==> src/rtl/mul_seq_pkg.sv <==
// Shared types and constants for the iterative multiply sequencer.
// Also imported by the main controller to decode the busy stall.
package mul_seq_pkg;

  localparam int MUL_WIDTH = 32;
  localparam int MUL_ITER  = 32;

  typedef enum logic [1:0] {
    IDLE   = 2'd0,
    RUN    = 2'd1,
    FINISH = 2'd2,
    DONE   = 2'd3
  } mul_state_e;

  function automatic logic mul_busy(
    input mul_state_e s
  );
    return (s == RUN) || (s == FINISH);
  endfunction

endpackage

==> src/rtl/mul_sign_fix.sv <==
// Combinational conditional two's-complement negate.
// Used for operand magnitudes and the final product sign.
module mul_sign_fix #(
  parameter int W = 64
) (
  input  logic [W-1:0] value,
  input  logic         negate,
  output logic [W-1:0] result
);

  assign result = negate ? (~value + W'(1)) : value;

endmodule

==> src/rtl/mul_sequencer.sv <==
// Radix-2 shift-add multiply sequencer for MUL/UMULL/SMULL.
// Optional early termination: define MUL_EARLY_TERM_EN.
module mul_sequencer
  import mul_seq_pkg::*;
#(
  parameter int WIDTH = MUL_WIDTH
) (
  input  logic             clk,
  input  logic             reset,
  input  logic             start,
  input  logic             is_long,
  input  logic             is_signed,
  input  logic [WIDTH-1:0] op_a,
  input  logic [WIDTH-1:0] op_b,
  output logic             busy,
  output logic             done,
  output logic [WIDTH-1:0] result_lo,
  output logic [WIDTH-1:0] result_hi,
  output logic [1:0]       state
);

  localparam int PW = 2 * WIDTH;
  localparam int CW = $clog2(WIDTH);
  localparam logic [CW-1:0] LAST = CW'(WIDTH - 1);

  mul_state_e st;

  logic [PW-1:0]    mcand;
  logic [PW-1:0]    acc;
  logic [WIDTH-1:0] mplier;
  logic [CW-1:0]    count;
  logic             sign;
  logic             long_q;

  logic             do_signed;
  logic             a_neg;
  logic             b_neg;
  logic             accept;
  logic [WIDTH-1:0] a_mag;
  logic [WIDTH-1:0] b_mag;
  logic [PW-1:0]    acc_add;
  logic [PW-1:0]    acc_next;
  logic [WIDTH-1:0] mplier_next;
  logic [PW-1:0]    product;
  logic             last_iter;

  assign do_signed = is_long & is_signed;
  assign a_neg     = do_signed & op_a[WIDTH-1];
  assign b_neg     = do_signed & op_b[WIDTH-1];
  assign accept    = start & ((st == IDLE) | (st == DONE));

  // 0x80000000 negates to itself, which is the right unsigned magnitude
  mul_sign_fix #(.W(WIDTH)) u_mag_a (
    .value  (op_a),
    .negate (a_neg),
    .result (a_mag)
  );

  mul_sign_fix #(.W(WIDTH)) u_mag_b (
    .value  (op_b),
    .negate (b_neg),
    .result (b_mag)
  );

  mul_sign_fix #(.W(PW)) u_prod (
    .value  (acc),
    .negate (sign),
    .result (product)
  );

  assign acc_add     = mplier[0] ? mcand : '0;
  assign acc_next    = acc + acc_add;
  assign mplier_next = mplier >> 1;

`ifdef MUL_EARLY_TERM_EN
  assign last_iter = (count == LAST) || (mplier_next == '0);
`else
  assign last_iter = (count == LAST);
`endif

  assign state = st;

  always_ff @(posedge clk) begin
    if (reset) begin
      st        <= IDLE;
      busy      <= 1'b0;
      done      <= 1'b0;
      result_lo <= '0;
      result_hi <= '0;
      mcand     <= '0;
      acc       <= '0;
      mplier    <= '0;
      count     <= '0;
      sign      <= 1'b0;
      long_q    <= 1'b0;
    end else begin
      done <= 1'b0;
      if (accept) begin
        mcand  <= {{WIDTH{1'b0}}, a_mag};
        mplier <= b_mag;
        acc    <= '0;
        count  <= '0;
        sign   <= a_neg ^ b_neg;
        long_q <= is_long;
      end
      unique case (st)
        IDLE: begin
          if (start) begin
            st   <= RUN;
            busy <= 1'b1;
          end
        end
        RUN: begin
          acc    <= acc_next;
          mcand  <= mcand << 1;
          mplier <= mplier_next;
          count  <= count + CW'(1);
          if (last_iter) begin
            st <= FINISH;
          end
        end
        FINISH: begin
          result_lo <= product[WIDTH-1:0];
          result_hi <= long_q ? product[PW-1:WIDTH] : '0;
          st        <= DONE;
          busy      <= 1'b0;
          done      <= 1'b1;
        end
        DONE: begin
          if (start) begin
            st   <= RUN;
            busy <= 1'b1;
          end else begin
            st <= IDLE;
          end
        end
      endcase
    end
  end

endmodule

==> config.mk <==
export PLATFORM = sky130hd
export DESIGN_NAME = mul_sequencer
export DESIGN_NICKNAME = d
export VERILOG_FILES = /design/src/rtl/mul_seq_pkg.sv /design/src/rtl/mul_sign_fix.sv /design/src/rtl/mul_sequencer.sv
export SDC_FILE = /design/constraint.sdc
export NUM_CORES = 1
export LEC_CHECK = 0
export ABC_CLOCK_PERIOD_IN_PS = 6630
export CORE_MARGIN = 2
export CORE_UTILIZATION = 40
export DETAILED_ROUTE_END_ITERATION = 7
export GPL_ROUTABILITY_DRIVEN = 0
export RECOVER_POWER = 50
export SLEW_MARGIN = 40
export SYNTH_ARGS = -nofsm -noshare
export SYNTH_HDL_FRONTEND = slang
export SYNTH_HIERARCHICAL = 1
export SYNTH_SLANG_ARGS = --single-unit
==> constraint.sdc <==
create_clock -name clk -period 6.63 [get_ports clk]
set_input_delay 1.989 -clock clk [delete_from_list [all_inputs] [get_ports clk]]
set_output_delay 1.989 -clock clk [all_outputs]
set_load 0.01 [all_outputs]
==> impl_metrics.toml <==
[status]
status = "finished, violations left"
violations = "max-capacitance violations, max-slew violations"

[cts]
htree_levels = 1
cts_setup_buffers = 0
root_buffer = "clkbuf_16"
postCtsHoldBufs = 0
clock-sinks = 235
cts_tree = "yes"
clk_latency_ns = 0.56
cts.repair.resized = 0
clockBufferDepth = 3
cts_made_buffers = 28
path_clk_slew_ns = 0.06

[hold_path]
hold_end = "long_q"
hp-start = "long_q"
hold_class = "flip-flop to flip-flop"
holdPathStages = 2

[worst_setup_path]
cp_slowest_stage_delay_ns = 1.25
required_ns = 7.05
timing.rr.start = "acc[20]"
r2r_end = "result_hi[29]"
reg2reg_slack_ns = 1.61
arrival_ns = 5.44
crit_type = "flip-flop to flip-flop"
cp-start-kind = "flip-flop"
crit_fanout = 16
cpMaxStageDelayCell = "nand4_1"
ff2ff_path_depth = 7
critPathCaptureType = "flip-flop"
crit_chain = "nor3_1 -> nor4b_1 -> nand4_1 -> o41ai_1 -> xnor2_1 -> a21oi_1 -> nor2_1"

[cells_and_area]
multi_input_area_mm2 = 0.0109
layout-drive-gt1-share_pct = 4.77
final_area_mm2 = 0.0188
regArea_mm2 = 0.00471
nNetsFinal = 2368
syn2layout_area_growth_pct = 15.2
fillers = 4059
diodes = 0

[synth]
netlist_area_mm2 = 0.0163
yosysTopAreaCell = "dfxtp_1"
syn_inst = 2183
synth.distinct_cells = 77
ys_top_cells_by_area = "dfxtp_1, a21oi_1, xnor2_1, nand2_1, nor2_1"
synth-main-ff-cell = "dfxtp_1"
synth_nets = 2326
yosys_warnings = 6
synth_most_common_cell = "nand2_1"
synth_top_area_share_pct = 28.9
synth_edf_count = 0
synth.avg_cell_area_um2 = 7.46
synthArstFlopShare_pct = 0
synth_commonest_cells = "nand2_1, nor2_1, a21oi_1"
ys_ff_latch = 235
yosysSeqAreaShare_pct = 28.9

[pwr]
power_density_mw_per_mm2 = 243
ir_drop_mv = 0.223
leakagePower_nw = 7.52

[grt]
grt_pass1_wl_mm = 72.4
grt_usage_pct = 20.7
grt_antenna_before_repair = 0
grt_max_degree = 111
grt_pass1_vias = 14016
grt_overflow = 0

[floorplan]
die_h_um = 206
die_w_um = 206
core_area_mm2 = 0.0400
ios = 137
dieArea_mm2 = 0.0424
initial_core_util_pct = 40.7
num_rows = 73

[sta]
setup_viol = 0
tightest_slew_ns = 1.86
drv_slew = 29
rsz0062_at_grt = "no"
finalCritPeriodShare_pct = 75.8
finalHoldViolCount = 0
holdWs_ns = 0.453
period_minus_slack_ns = 5.02
fin_worst_skew_ns = 0.0170
setup_tns_ns = 0
relSlewSlack_pct = -24.5
max_freq_mhz = 199

[place]
post-dp-hpwl_mm = 32.2
portBuffers = 136
dpl_cell_area_mm2 = 0.0179

[job]
max_cap_viol_count = 1

[drt]
drc_errors = 0
drtIter0Drc = 964
antenna_left = 0
wl_per_cell_um = 16.2
vias_per_cell = 5.44
dr_total_vias = 15040
first_pass_iters = 6
wirelength_mm = 44.8
## layout by cell type, fill, tap and decap left out, types with 5 or more instances in the layout
master	synthesis	layout
a211oi_1	5	5
a21boi_0	6	6
a21o_1	40	40
a21oi_1	284	284
a221o_1	7	7
a31oi_1	9	9
and2_1	68	68
and3_1	20	18
buf_4	4	9
clkbuf_1	108	5
clkbuf_16	0	28
clkbuf_8	0	7
clkdlybuf4s50_1	0	93
dfxtp_1	235	233
dlygate4sd3_1	0	42
ha_1	73	71
inv_1	27	27
mux2i_1	38	38
nand2_1	311	312
nand2b_1	21	21
nand3_1	18	18
nand3b_1	6	6
nand4_1	28	30
nor2_1	298	298
nor2b_1	43	43
nor3_1	15	14
nor4_1	13	13
nor4_4	8	10
o211ai_1	6	6
o21a_1	6	6
o21ai_0	100	101
o21ai_1	9	8
o21bai_1	12	12
o31ai_1	34	37
o41ai_1	18	23
o41ai_2	13	8
or3_1	16	16
or4_1	8	9
xnor2_1	155	155
xor2_1	25	25
## layout make-up
cell class / instances / area share (%)
sequential: 235 / 25.1
multi-input combinational: 1783 / 58.0
clock buffer: 39 / 4.28
clock inverter: 7 / 0.534
tap: 525 / 3.50
inverter: 27 / 0.540
timing repair buffer: 150 / 8.03
## per-stage QoR
step	cells	setup WS (ns)	power [W]	util (%)
after floorplan	2183	3.19	0.00268	-
after global placement	2718	2.15	0.00304	44.7
after detailed placement	2718	2.22	0.00308	44.8
after CTS	2764	2.31	0.00461	47.1
after global routing	2766	1.51	0.00485	46.9
final	2766	1.61	0.00457	46.9
## how the worst max path moves through the flow
stage	start	end	slack, ns
2_1_floorplan	op_b[6]	mplier[27]	3.19
5_1_grt	acc[20]	result_hi[31]	1.51
3_5_place_dp	start	mcand[31]	2.22
6_report	acc[20]	result_hi[29]	1.61
3_3_place_gp	op_a[31]	mcand[28]	2.15
4_1_cts	mplier[0]	acc[57]	2.31
## critical path: cells and delay by family, from the launching register on
family	cells	cell delay, ns
simple gates	4	3.34
compound gates	2	0.99
flops	1	0.37
xor+xnor	1	0.18
## where the power goes
part	internal, W	leakage, nW	switching [W]
Combinational	0.000430	5.18	0.000942
Clock	0.000912	0.445	0.000611
Sequential	0.00155	1.90	0.000117
Total	0.00290	7.52	0.00167
## kinds of logic after synthesis
kind of cell	synth area share, %
flops	28.9
fa+ha+maj	5.73
buf+inv	4.02
compound gates	22.6
mux	2.40
xor+xnor	9.68
simple gates	26.7
## registers in the layout, indices dropped and copies added, names as in the netlist
name	flops
state	2
count	5
long_q	1
acc	64
busy	1
done	1
mplier	32
result_lo	32
mcand	64
result_hi	32
sign	1
## metal layers
layer | GRT usage (%) | up-vias | wire [µm]
li1 | - | 7674 | -
met1 | 28.2 | 6973 | 21200
met2 | 35.4 | 341 | 21000
met3 | 2.07 | 52 | 1950
met4 | 4.46 | 0 | 669
met5 | 0 | - | 0
No activity file was read; power rests on OpenSTA's default activity.
